## src/rtl/result_serializer_pkg.sv

```systemverilog
// result_serializer_pkg: shared types, frame sizing and checksum helper for result_serializer
package result_serializer_pkg;
  localparam int RES_W = 67;
  localparam int FRAME_LEN_BASE = 9;
`ifdef RESULT_SER_CKSUM_EN
  localparam int FRAME_LEN = FRAME_LEN_BASE + 1;
`else
  localparam int FRAME_LEN = FRAME_LEN_BASE;
`endif
  typedef struct packed {
    logic [2:0] regime;
    logic signed [31:0] kappa;
    logic signed [31:0] inv_kappa;
  } result_t;
  typedef enum logic {IDLE, SEND} ser_state_t;
  function automatic logic [7:0] xor_bytes(input logic [FRAME_LEN_BASE*8-1:0] f);
    logic [7:0] x;
    x = '0;
    for (int i = 0; i < FRAME_LEN_BASE; i++) x ^= f[8*i +: 8];
    return x;
  endfunction
endpackage

```

## src/rtl/result_fifo.sv

```systemverilog
// result_fifo: synchronous FIFO; a push while full or a pop while empty is ignored
module result_fifo #(
  parameter int DEPTH = 2,
  parameter int WIDTH = 67
) (
  input  logic                     clk,
  input  logic                     rst,
  input  logic                     push_i,
  input  logic                     pop_i,
  input  logic [WIDTH-1:0]         din_i,
  output logic [WIDTH-1:0]         dout_o,
  output logic                     full_o,
  output logic                     empty_o,
  output logic [$clog2(DEPTH):0]   count_o
);
  localparam int AW = $clog2(DEPTH);
  logic [WIDTH-1:0] mem_q [DEPTH];
  logic [WIDTH-1:0] mem_d [DEPTH];
  logic [AW-1:0] wr_q, wr_d, rd_q, rd_d;
  logic [AW:0] count_q, count_d;
  logic do_push, do_pop;
  assign full_o  = count_q == (AW+1)'(DEPTH);
  assign empty_o = count_q == '0;
  assign dout_o  = mem_q[rd_q];
  assign count_o = count_q;
  always_comb begin
    do_push = push_i & ~full_o;
    do_pop  = pop_i & ~empty_o;
    mem_d = mem_q;
    if (do_push) mem_d[wr_q] = din_i;
    wr_d = wr_q + AW'(do_push);
    rd_d = rd_q + AW'(do_pop);
    count_d = count_q + (AW+1)'(do_push) - (AW+1)'(do_pop);
  end
  always_ff @(posedge clk) begin
    if (rst) begin
      mem_q   <= '{default: '0};
      wr_q    <= '0;
      rd_q    <= '0;
      count_q <= '0;
    end else begin
      mem_q   <= mem_d;
      wr_q    <= wr_d;
      rd_q    <= rd_d;
      count_q <= count_d;
    end
  end
endmodule

```

## src/rtl/result_serializer.sv

```systemverilog
// result_serializer: queues eig_core results and streams them as byte frames; RESULT_SER_CKSUM_EN appends an XOR checksum byte
module result_serializer
  import result_serializer_pkg::*;
#(
  parameter int         DEPTH     = 2,
  parameter logic [3:0] HDR_MAGIC = 4'hA
) (
  input  logic        clk,
  input  logic        rst,
  input  logic        res_valid_i,
  input  logic [31:0] kappa_i,
  input  logic [31:0] inv_kappa_i,
  input  logic [2:0]  regime_i,
  output logic        res_ready_o,
  input  logic        out_ack_i,
  output logic [7:0]  out_byte_o,
  output logic        out_valid_o,
  output logic        busy_o,
  output logic        overflow_o
);
  ser_state_t state_q, state_d;
  logic [0:FRAME_LEN-1][7:0] frame_q, frame_d;
  logic [3:0] idx_q, idx_d;
  logic overflow_q, overflow_d;
  logic pop, full, empty;
  logic [$clog2(DEPTH):0] count;
  result_t head;
  logic [FRAME_LEN_BASE*8-1:0] base;
  result_fifo #(.DEPTH(DEPTH), .WIDTH(RES_W)) u_fifo (
    .clk     (clk),
    .rst     (rst),
    .push_i  (res_valid_i),
    .pop_i   (pop),
    .din_i   ({regime_i, kappa_i, inv_kappa_i}),
    .dout_o  (head),
    .full_o  (full),
    .empty_o (empty),
    .count_o (count)
  );
  assign res_ready_o = ~full;
  assign out_valid_o = state_q == SEND;
  assign out_byte_o  = out_valid_o ? frame_q[idx_q] : 8'h00;
  assign busy_o      = (count != '0) | out_valid_o;
  assign overflow_o  = overflow_q;
  always_comb begin
    base = {HDR_MAGIC, 1'b0, head.regime, head.kappa, head.inv_kappa};
    state_d = state_q;
    frame_d = frame_q;
    idx_d = idx_q;
    overflow_d = overflow_q | (res_valid_i & full);
    pop = 1'b0;
    if (state_q == IDLE) begin
      if (!empty) begin
        pop = 1'b1;
        state_d = SEND;
        idx_d = '0;
`ifdef RESULT_SER_CKSUM_EN
        frame_d = {base, xor_bytes(base)};
`else
        frame_d = base;
`endif
      end
    end else if (out_ack_i) begin
      state_d = idx_q == 4'(FRAME_LEN - 1) ? IDLE : SEND;
      idx_d = idx_q == 4'(FRAME_LEN - 1) ? idx_q : idx_q + 4'd1;
    end
  end
  always_ff @(posedge clk) begin
    if (rst) begin
      state_q    <= IDLE;
      frame_q    <= '0;
      idx_q      <= '0;
      overflow_q <= 1'b0;
    end else begin
      state_q    <= state_d;
      frame_q    <= frame_d;
      idx_q      <= idx_d;
      overflow_q <= overflow_d;
    end
  end
endmodule

```

## config.mk

```make
export PLATFORM = sky130hd
export DESIGN_NAME = result_serializer
export DESIGN_NICKNAME = d
export VERILOG_FILES = /design/src/rtl/result_serializer_pkg.sv /design/src/rtl/result_fifo.sv /design/src/rtl/result_serializer.sv
export SDC_FILE = /design/constraint.sdc
export NUM_CORES = 1
export LEC_CHECK = 0
export ABC_CLOCK_PERIOD_IN_PS = 4650
export CAP_MARGIN = 20
export CORE_UTILIZATION = 46
export CTS_CLUSTER_DIAMETER = 200
export DETAILED_ROUTE_END_ITERATION = 16
export PLACE_DENSITY_LB_ADDON = 0.3
export SLEW_MARGIN = 40
export SYNTH_ARGS = -nofsm -noshare
export SYNTH_HDL_FRONTEND = slang
export SYNTH_SLANG_ARGS = --single-unit
```

## constraint.sdc

```tcl
create_clock -name clk -period 4.65 [get_ports clk]
set_input_delay 0.465 -clock clk [delete_from_list [all_inputs] [get_ports clk]]
set_output_delay 0.465 -clock clk [all_outputs]
set_load 0.03 [all_outputs]
```

==> results.cfg <==
[synthesis]
async_flop_share_pct = 0
synth.top_cell.area_share_pct = 48.5
synth.avg_cell_area_um2 = 10.2
synth_compound_area_share_pct = 8.35
synth_xor_area_share_pct = 0.200
ys_top_cells_by_count = mux2i_1, dfxtp_1, nor2_1
ys_seq_area_share_pct = 48.5
syn_area_um2 = 8750
synth_most_common_cell = mux2i_1
syn-num-nets = 938
ys_ff_latch = 212
synth_top_family_by_area = multiplexers
yosysTopAreaCell = dfxtp_1
muxShareOfSynthArea_pct = 26.8
synth_flop_cell = dfxtp_1
syn-instance-count = 861
synth_area_leaders = dfxtp_1, mux2i_1, nor2_1, a211oi_1, mux4_2
ys.warnings.count = 0
synth-edff-count = 0
synth-simple-area-share_pct = 11.1
synth.distinct_cells = 37
yosys.area_share.adder_pct = 0.858

[placement]
io_buffers = 82
detailedPlacementHpwl_um = 12400
place_ws_ps = 1690
place_congestion = 0.778

[clocking]
post-cts-setup-buffer-count = 0
htree_num_levels = 1
cts_buffers = 23
cts-resized-gates = 0
hold_buffers = 0
cts_root_buf = clkbuf_16
clk_pin_slew_ps = 60
cts_buffer_depth = 3
clock_latency_ps = 500
cts_sinks = 212
cts_tree = yes

[floorplanning]
die_x_um = 140
ioPinCount = 83
initial_utilization_pct = 46.8
die_y_um = 140
dieArea_um2 = 19600
rows = 50
core_um2 = 18700

[power_and_ir_drop]
cellLeakagePower_nw = 3.80
power_density_nw_per_um2 = 584
irDropWorstVdd_uv = 258

[worst_setup_path]
end_kind = output pin
critical_path_class = reg2out
startpoint = idx_q[0]$_SDFFE_PP0P_
r2r_start = out_valid_o$_SDFF_PP0_
crit_fanout = 28
critPathLaunchType = flip-flop
cp.arrival_ps = 3020
critPathRequiredTime_ps = 4180

[run_status]
outcome = finished, final reports clean

[grt]
grt_pass1_vias = 5875
antenna_found_initial = 0
grt_remaining_overflow = 0
grt_max_degree = 134
grtUsageTotal_pct = 19.3
grt_pass1_wl_um = 30600

[timing]
skew_ps = 6.29
finalCritPeriodShare_pct = 74.9
layout_setup_ws_ps = 1170
setup-violations-final = 0
rsz0062_at_grt = no
final-max-slew-violation-count = 0
setup_tns_ps = 0
holdWs_ps = 451
worst_slew_pin_slew_ps = 799
fmax_mhz = 287
fin_crit_ps = 3480
maxSlewHeadroom_pct = 46.8
finalHoldViolations = 0

[worst_hold_path]
hold_class = in2reg
worst_hold_startpoint = rst

[drt]
first_iter_violations = 343
firstDrtPassIters = 7
via_per_inst = 5.30
final_antenna_net_count = 0
drc = 0
via_count = 6135
wire_per_inst_um = 16.2
routed_wl_um = 18700

[final_layout]
seq_area_um2 = 4250
drive_gt1_share_pct = 7.79
n_fill_cell = 1652
multiInputGateArea_um2 = 4180
final_util_pct = 56.2
fin_nets = 985
area_growth_pct = 20.0
num_antenna_cells = 0

[run]
maxCapViolCount = 0
[cell families (layout without fill, tap and decap cells)]
family / count (synthesis) / after routing
mux: 224 / 224
simple gates: 241 / 241
flops: 212 / 212
buf+inv: 81 / 144
xor+xnor: 2 / 2
fa+ha+maj: 6 / 6
compound gates: 95 / 95
[layout make-up]
class | count | share of cell area (%)
Multi-Input combinational cell | 568 | 39.8
Tap cell | 234 | 2.79
Inverter | 9 | 0.345
Timing Repair Buffer | 94 | 9.08
Clock inverter | 13 | 1.41
Clock buffer | 28 | 6.13
Sequential cell | 212 | 40.4
[per-stage QoR]
stage / instance area [um2] / power (mW) / cells
4_1_cts: 10500 / 6.17 / 1157
5_1_grt: 10500 / 6.48 / 1158
2_1_floorplan: 8750 / 3.81 / 861
6_report: 10500 / 6.13 / 1158
3_3_place_gp: 9630 / 4.24 / 1114
3_5_place_dp: 9690 / 4.28 / 1116
[metal layers]
layer	track usage, %	wire, um
met5	0	0
met4	5.15	424
met3	2.91	706
met2	31.4	8710
met1	26.6	8870
[placed cells by master, fill, tap and decap left out, types with 6 or more instances in the layout]
cell type	n
mux2i_1	213
nor2_1	211
dfxtp_1	211
clkdlybuf4s50_1	81
a211oi_1	77
clkbuf_16	23
buf_4	9
inv_1	8
mux4_2	8
clkinv_2	7
nand2_1	6
nand3_1	6
[power by group]
group          internal [mW]  total (mW)  switching (mW)  leakage [nW]
registers               2.21        2.49           0.284          1.74
clock network           1.15        1.88           0.732         0.390
logic                  0.807        1.76           0.952          1.67
total                   4.16        6.13            1.97          3.80
[path summary, 6_finish.rpt]
check / to / slack, ps / cells past startpoint
setup / recovery: out_byte_o[2] / 1170 / 5
hold / removal: u_fifo.mem_q[130]$_SDFFE_PP0P_ / 450 / 2
setup reg to reg: frame_q[29]$_SDFFE_PP0P_ / 2260 / 5
hold reg to reg: overflow_o$_SDFF_PP0_ / 460 / 2
[flip-flops by register name (all words and copies together), names as in the netlist]
register,flops
u_fifo.wr_q,1
u_fifo.count_o,2
out_valid_o,1
u_fifo.rd_q,1
idx_q,4
overflow_o,1
frame_q,68
u_fifo.mem_q,134
[critical path, stage by stage, from the launching register on]
cell and delay [ps]:
dfxtp_1 300, buf_4 250, nor4b_4 670, a211oi_1 180
a211oi_1 380, clkdlybuf4s50_1 750
No activity file was read; power rests on OpenSTA's default activity.
